===== src/rtl/sram_arbiter.sv =====
// Purpose : arbitrates NUM_CH requesters onto one asynchronous SRAM port (IDLE/SETUP/ACCESS/DONE).
// Latency : ack pulses in the WAIT_CYCLES+2'th cycle after the sampling edge; one access per WAIT_CYCLES+3 cycles.
// Backpressure: requests are sampled only in IDLE; losers keep req high and wait, nothing is queued or dropped.
//
// Ports: clk/rst (sync, active-low); req/we/be/addr/wdata per channel (flattened, channel i at slice i);
//        gnt (one-hot owner), ack (one-cycle completion), rdata (shared, held until next read);
//        SRAM_* active-low strobes, mem_addr/mem_dout/mem_oe/mem_din SRAM data path.
module sram_arbiter #(
    parameter int DATAWIDTH   = 16,
    parameter int ADDRWIDTH   = 16,
    parameter int NUM_CH      = 3,
    parameter int WAIT_CYCLES = 2,
    parameter int RR_MODE     = 1
) (
    input  logic                           clk,
    input  logic                           rst,
    input  logic [NUM_CH-1:0]              req,
    input  logic [NUM_CH-1:0]              we,
    input  logic [2*NUM_CH-1:0]            be,
    input  logic [ADDRWIDTH*NUM_CH-1:0]    addr,
    input  logic [DATAWIDTH*NUM_CH-1:0]    wdata,
    output logic [NUM_CH-1:0]              gnt,
    output logic [NUM_CH-1:0]              ack,
    output logic [DATAWIDTH-1:0]           rdata,
    output logic                           SRAM_CE,
    output logic                           SRAM_OE,
    output logic                           SRAM_WE,
    output logic                           SRAM_LB,
    output logic                           SRAM_UB,
    output logic [ADDRWIDTH-1:0]           mem_addr,
    output logic [DATAWIDTH-1:0]           mem_dout,
    output logic                           mem_oe,
    input  logic [DATAWIDTH-1:0]           mem_din
);

    localparam int              CHW      = (NUM_CH > 1) ? $clog2(NUM_CH) : 1;
    localparam logic [3:0]      LAST_CNT = 4'(WAIT_CYCLES - 1);
    localparam logic [CHW-1:0]  LAST_CH  = CHW'(NUM_CH - 1);

    typedef enum logic [1:0] {IDLE, SETUP, ACCESS, DONE} state_t;

    state_t                 state, state_nxt;
    logic [3:0]             cnt;
    logic [CHW-1:0]         last_granted;
    logic [NUM_CH-1:0]      gnt_q;
    logic                   lat_we;
    logic [1:0]             lat_be;
    logic [ADDRWIDTH-1:0]   lat_addr;
    logic [DATAWIDTH-1:0]   lat_wdata;

    // Winner selection and the winner's request fields
    logic [NUM_CH-1:0]      win_oh;
    logic [CHW-1:0]         win_idx;
    logic                   sel_we;
    logic [1:0]             sel_be;
    logic [ADDRWIDTH-1:0]   sel_addr;
    logic [DATAWIDTH-1:0]   sel_wdata;
    logic                   found;
    int                     idx;

    // Search order starts just past the last grant in round-robin mode,
    // or at channel 0 in fixed-priority mode; first requester found wins.
    always_comb begin
        win_oh = '0;
        found  = 1'b0;
        idx    = 0;
        for (int k = 0; k < NUM_CH; k++) begin
            if (RR_MODE != 0) begin
                idx = int'(last_granted) + 1 + k;
                if (idx >= NUM_CH) idx = idx - NUM_CH;
            end else begin
                idx = k;
            end
            if (!found && req[idx]) begin
                win_oh[idx] = 1'b1;
                found       = 1'b1;
            end
        end
    end

    always_comb begin
        win_idx   = '0;
        sel_we    = 1'b0;
        sel_be    = '0;
        sel_addr  = '0;
        sel_wdata = '0;
        for (int i = 0; i < NUM_CH; i++) begin
            if (win_oh[i]) begin
                win_idx   = CHW'(i);
                sel_we    = we[i];
                sel_be    = be[2*i +: 2];
                sel_addr  = addr[i*ADDRWIDTH +: ADDRWIDTH];
                sel_wdata = wdata[i*DATAWIDTH +: DATAWIDTH];
            end
        end
    end

    // State register
    always_ff @(posedge clk) begin
        if (!rst) state <= IDLE;
        else      state <= state_nxt;
    end

    // Next state and strobes; strobes decode from state so a reset edge
    // drops them all in the same cycle the access is aborted.
    always_comb begin
        state_nxt = state;
        SRAM_CE   = 1'b1;
        SRAM_OE   = 1'b1;
        SRAM_WE   = 1'b1;
        SRAM_LB   = 1'b1;
        SRAM_UB   = 1'b1;
        mem_oe    = 1'b0;
        ack       = '0;
        case (state)
            IDLE: begin
                if (|req) state_nxt = SETUP;
            end
            SETUP: begin
                SRAM_CE   = 1'b0;
                SRAM_LB   = ~lat_be[0];
                SRAM_UB   = ~lat_be[1];
                state_nxt = ACCESS;
            end
            ACCESS: begin
                SRAM_CE = 1'b0;
                SRAM_LB = ~lat_be[0];
                SRAM_UB = ~lat_be[1];
                SRAM_OE = lat_we;
                SRAM_WE = ~lat_we;
                mem_oe  = lat_we;
                if (cnt == LAST_CNT) state_nxt = DONE;
            end
            DONE: begin
                ack       = gnt_q;
                state_nxt = IDLE;
            end
            default: state_nxt = IDLE;
        endcase
    end

    // Request latch, wait counter, read capture
    always_ff @(posedge clk) begin
        if (!rst) begin
            gnt_q        <= '0;
            lat_we       <= 1'b0;
            lat_be       <= '0;
            lat_addr     <= '0;
            lat_wdata    <= '0;
            cnt          <= '0;
            rdata        <= '0;
            last_granted <= LAST_CH;
        end else begin
            case (state)
                IDLE: begin
                    if (|req) begin
                        gnt_q        <= win_oh;
                        lat_we       <= sel_we;
                        lat_be       <= sel_be;
                        lat_addr     <= sel_addr;
                        lat_wdata    <= sel_wdata;
                        last_granted <= win_idx;
                    end
                end
                SETUP:  cnt <= '0;
                ACCESS: begin
                    cnt <= cnt + 4'd1;
                    if (cnt == LAST_CNT && !lat_we) rdata <= mem_din;
                end
                DONE:   gnt_q <= '0;
                default: ;
            endcase
        end
    end

    assign gnt      = gnt_q;
    assign mem_addr = lat_addr;
    assign mem_dout = lat_wdata;

endmodule

===== config.mk =====
export PLATFORM = sky130hd
export DESIGN_NAME = sram_arbiter
export DESIGN_NICKNAME = d
export VERILOG_FILES = /design/src/rtl/sram_arbiter.sv
export SDC_FILE = /design/constraint.sdc
export NUM_CORES = 1
export LEC_CHECK = 0
export ABC_AREA = 1
export ABC_CLOCK_PERIOD_IN_PS = 4800
export CORE_MARGIN = 2
export CORE_UTILIZATION = 35
export CTS_BUF_LIST = sky130_fd_sc_hd__clkbuf_4 sky130_fd_sc_hd__clkbuf_8
export DETAILED_ROUTE_END_ITERATION = 10
export GPL_ROUTABILITY_DRIVEN = 0
export PLACE_DENSITY = 0.71
export SLEW_MARGIN = 15
export SYNTH_ARGS = -nofsm -noshare
export SYNTH_HDL_FRONTEND = slang
export SYNTH_SLANG_ARGS = --single-unit

===== constraint.sdc =====
create_clock -name clk -period 4.8 [get_ports clk]
set_input_delay 1.2 -clock clk [delete_from_list [all_inputs] [get_ports clk]]
set_output_delay 1.2 -clock clk [all_outputs]
set_load 0.1 [all_outputs]

Word level (Yosys, flattened, before mapping)
Cells that the tools add are included.
Operators by class
  reduce and logical (&&, ||, !) cells: 18
  bitwise logic cells: 5
  mux-type cells: 50
  add/subtract/negate cells: 7
  eq/ne operators: 6
  order comparisons: 9
Operators with widths (count)
  $ge 32x1->1 const B: 3
  $lt 32x4->1 const B: 3
  $mux 16: 6
  $mux 32: 3
  $ge 32x3->1 const B: 2
  $sub 32x3->32 const B: 2
  $add 32x2->32 const B: 1
  $mux 1: 21
  $mux 3: 5
  $mux 2: 6
  $pmux 2 s4: 1
  $pmux 4 s2: 1
  $reduce_and 2->1: 4
  $bmux 1 s2: 3
  $demux 1 s2: 3
  $logic_and 1x1->1: 6
  $or 3x3->3: 2
  $pmux 3 s2: 1
  $sub 4x2->5 const B: 1
  $add 3x2->4 const B: 1
  $add 4x1->4 const B: 1
  $eq 2x2->1 const B: 2
  $eq 4x1->1 const B: 1
  $ge 4x2->1 const B: 1
  other kinds (9): 15
Word-level totals
  bits of input ports: 126
  word-level logic and storage cells: 104
  bits in registers: 62

Depth between registers and ports, before layout
  depth after elaboration: 16
  depth in mapped cells: 15
  gate-level depth less buffers: 14

Worst setup path after synthesis
Ideal clock, no wire load.
  kind: reg-to-output
  start point: reg state[0]
  end point: out mem_oe
  stages on the path, launching flop included: 5
  data arrival time: 2084 ps
  path slack: 1516 ps
  data required time: 3600 ps
  cells stage by stage: dfxtp_1 -> inv_1 -> ha_1 -> nand2_1 -> inv_1
On the way
  longest elaborated chain between the ends: 2
RTL lines
  start, declared: RTL line 42  | state_t state, state_nxt;
  start signal, assigned: RTL line 101  | else state <= state_nxt;
  $eq 2x2->1: RTL line 115  | case (state)
  $mux 1: RTL line 115
  end, declared: RTL line 32  | output logic mem_oe,
Every way passes these cells.

Worst setup path in the final report
  start point: reg state[1]
  end point: out SRAM_CE
On the way
  longest elaborated chain between the ends: 3
  elaborated cells on any way between the ends: 4
  those cells by class: eq/ne (2); mux (1); reduce/logical (1)
RTL lines
  $eq 2x2->1 or $eq 2x1->1 (tied branches): RTL line 115
  $reduce_or 2->1 (no source line) *
  $mux 1 *: RTL line 115
  end, declared: RTL line 25  | output logic SRAM_CE,
Every way passes the cells marked *; elsewhere a longest branch is shown, timed or not.

==> impl_metrics.tcl <==
set metrics [dict create \
    totalWireLength_um 13000 \
    fin_crit_sh 0.772 \
    synthCells 619 \
    clock_sinks 62 \
    cts_hold_buf 0 \
    whs_endpoint "cnt[1]$_SDFFE_PN0N_" \
    synth_top_area_share 0.322 \
    synthTopCellsByArea "dfxtp_1 (32%), nand2_1 (20%), inv_1 (8.9%)" \
    grt_max_degree 43 \
    slew-limit-headroom 0.321 \
    vias 4425 \
    ioPinCount 186 \
    fin_cells 933 \
    r2r-end "mem_addr[9]$_SDFFE_PN0P_" \
    ys_seq_area_frac 0.322 \
    postCtsSetupBuffers 0 \
    wl_per_cell_um 14.0 \
    hpwl_um 9150 \
    numPortBuffers 185 \
    fin_crit_ns 3.71 \
    drive_above_1_share 0.0782 \
    outcome "finished, final reports clean" \
    clock_latency_ns 0.35 \
    r2r-start "last_granted[0]$_SDFFE_PN0P_" \
    placed_cells 917 \
    syn_to_final_growth_pct 55.5 \
    hold_path_class "reg -> reg" \
    die_h_um 109 \
    core-area_um2 10800 \
    hold_viol_final 0 \
    cts_tree "done" \
    route.detailed.drc 0 \
    drtPass1Iterations 5 \
    clock-root-buffer "clkbuf_8" \
    hold_depth 2 \
    ys_ff_latch 62 \
    synth_top_cell_by_area "dfxtp_1" \
    grt_use_total 0.223 \
    cp.arrival_ns 2.51 \
    hold_start "cnt[1]$_SDFFE_PN0N_" \
    yosysWarningCount 0 \
    start_util 0.358 \
    worst_slack_ns 1.09 \
    first_global_vias 4432 \
    maxCapViolations 0 \
    avgSynthCellArea_um2 6.24 \
    tns_ns 0 \
    synth_fp_nets 757 \
    overflow 0 \
    ant_nets 0 \
    grt_pass1_wl_um 20700 \
    drt_iter0_drc 209 \
    clk_pin_slew_ns 0.07 \
    antenna_cells 0 \
    critPathKind "reg -> out" \
    rsz0062_at_grt "no" \
    maxSlewViolCount 0 \
    rr_worst_depth 13 \
    path_max_fanout 9 \
    worstSetupEndpointType "primary output" \
    clockBufferDepth 2 \
    numCtsBuffers 9 \
    nNetsFinal 926 \
    setup_violations 0 \
    startpoint_type "register" \
    die_area_um2 11900 \
    cts_resized 0 \
    syn-cell-area_um2 3860 \
    fin_util 0.556 \
    dieWidth_um 109 \
    grt_antenna_before_repair 0 \
    final.setup_skew_ns 0.00662 \
    htree_levels 3 \
    dp_slack_ns 1.09 \
    fill_cells 1020 \
    r2r_slack_ns 1.86 \
    tightest_slew_ns 1.01 \
    synth_cell_types 26 \
    fp-row-count 38 \
    cp.required_ns 3.60 \
    fmax_mhz 270 \
    vias_per_cell 4.74 \
]
critical path, cell delays in order, from the launching register on:
cell             delay (ns)
dfxtp_1                0.36
inv_1                  0.09
ha_1                   0.41
inv_1                  0.15
clkdlybuf4s50_1        1.15
how the worst max path moves through the flow:
stage | slack [ns] | start | cells after the start | end
2_1_floorplan | 1.52 | state[0]$_SDFFE_PN0P_ | 4 | mem_oe
6_report | 1.09 | state[1]$_SDFFE_PN0P_ | 4 | SRAM_CE
3_3_place_gp | 1.13 | req[1] | 7 | lat_be[0]$_SDFFE_PN0P_
3_5_place_dp | 1.09 | req[2] | 9 | mem_addr[9]$_SDFFE_PN0P_
4_1_cts | 1.08 | state[1]$_SDFFE_PN0P_ | 4 | SRAM_CE
5_1_grt | 0.97 | state[1]$_SDFFE_PN0P_ | 4 | SRAM_CE
cell type report:
class                           count  area (µm²)  area share
Clock buffer                       10         138      0.0229
Inverter                           97         364      0.0607
Multi-Input combinational cell    428        2090       0.348
Sequential cell                    62        1240       0.207
Tap cell                          140         175      0.0292
Timing Repair Buffer              190        1890       0.315
Clock inverter                      6         109      0.0181
kinds of logic (layout without fill, tap and decap cells):
| family | count (synthesis) | in the layout | share of synthesized area |
|---|---|---|---|
| AND/OR/NAND/NOR | 313 | 313 | 0.336 |
| buffers and inverters | 129 | 303 | 0.140 |
| AO/OA/AOI/OAI | 102 | 102 | 0.161 |
| flip-flops | 62 | 62 | 0.322 |
| adder cells (fa/ha/maj) | 12 | 12 | 0.0389 |
| XOR/XNOR | 1 | 1 | 0.00227 |
registers in the layout, indices dropped and copies added, names as in the netlist:
name	count
last_granted	2
mem_addr	16
lat_be	2
gnt	3
state	2
mem_dout	16
cnt	4
lat_we	1
rdata	16
per-stage QoR:
stage               instance area (µm²)  hold slack [ns]
floorplan                          3860            0.462
global placement                   5760            0.475
detailed placement                 5760            0.479
CTS                                6000            0.490
global route                       6000            0.509
finish                             6000            0.492
cell usage after synthesis (all sizes together):
cell type,instances
buf,20
nand3b,1
dfxtp,62
clkinv,1
inv,96
nand3,50
nand4,5
nor3,3
nor2,39
a211oi,1
o21ai,21
a21oi,79
a31oi,1
clkbuf,12
ha,12
xor2,1
nand2,215
cell usage in the layout (no fill, tap or decap), types with 5 or more instances in the layout:
cell type | synthesis | layout
nand2_1 | 210 | 210
clkdlybuf4s50_1 | 0 | 185
inv_1 | 92 | 92
dfxtp_1 | 62 | 62
a21oi_1 | 52 | 52
nand3_1 | 47 | 47
nor2_1 | 39 | 39
a21oi_2 | 27 | 27
o21ai_0 | 21 | 21
ha_1 | 12 | 12
clkbuf_8 | 0 | 10
buf_4 | 4 | 5
per-layer routing:
| layer | global-route usage | vias to the layer above | routed length [µm] |
|---|---|---|---|
| met5 | 0 | - | 0 |
| met4 | 0.0833 | 0 | 224 |
| met3 | 0.0442 | 17 | 861 |
| met2 | 0.398 | 159 | 6500 |
| met1 | 0.263 | 2003 | 5430 |
| li1 | - | 2246 | - |
Power is not shown: default switching activity piles up to over one toggle a cycle in this logic, so the estimate is an artifact.
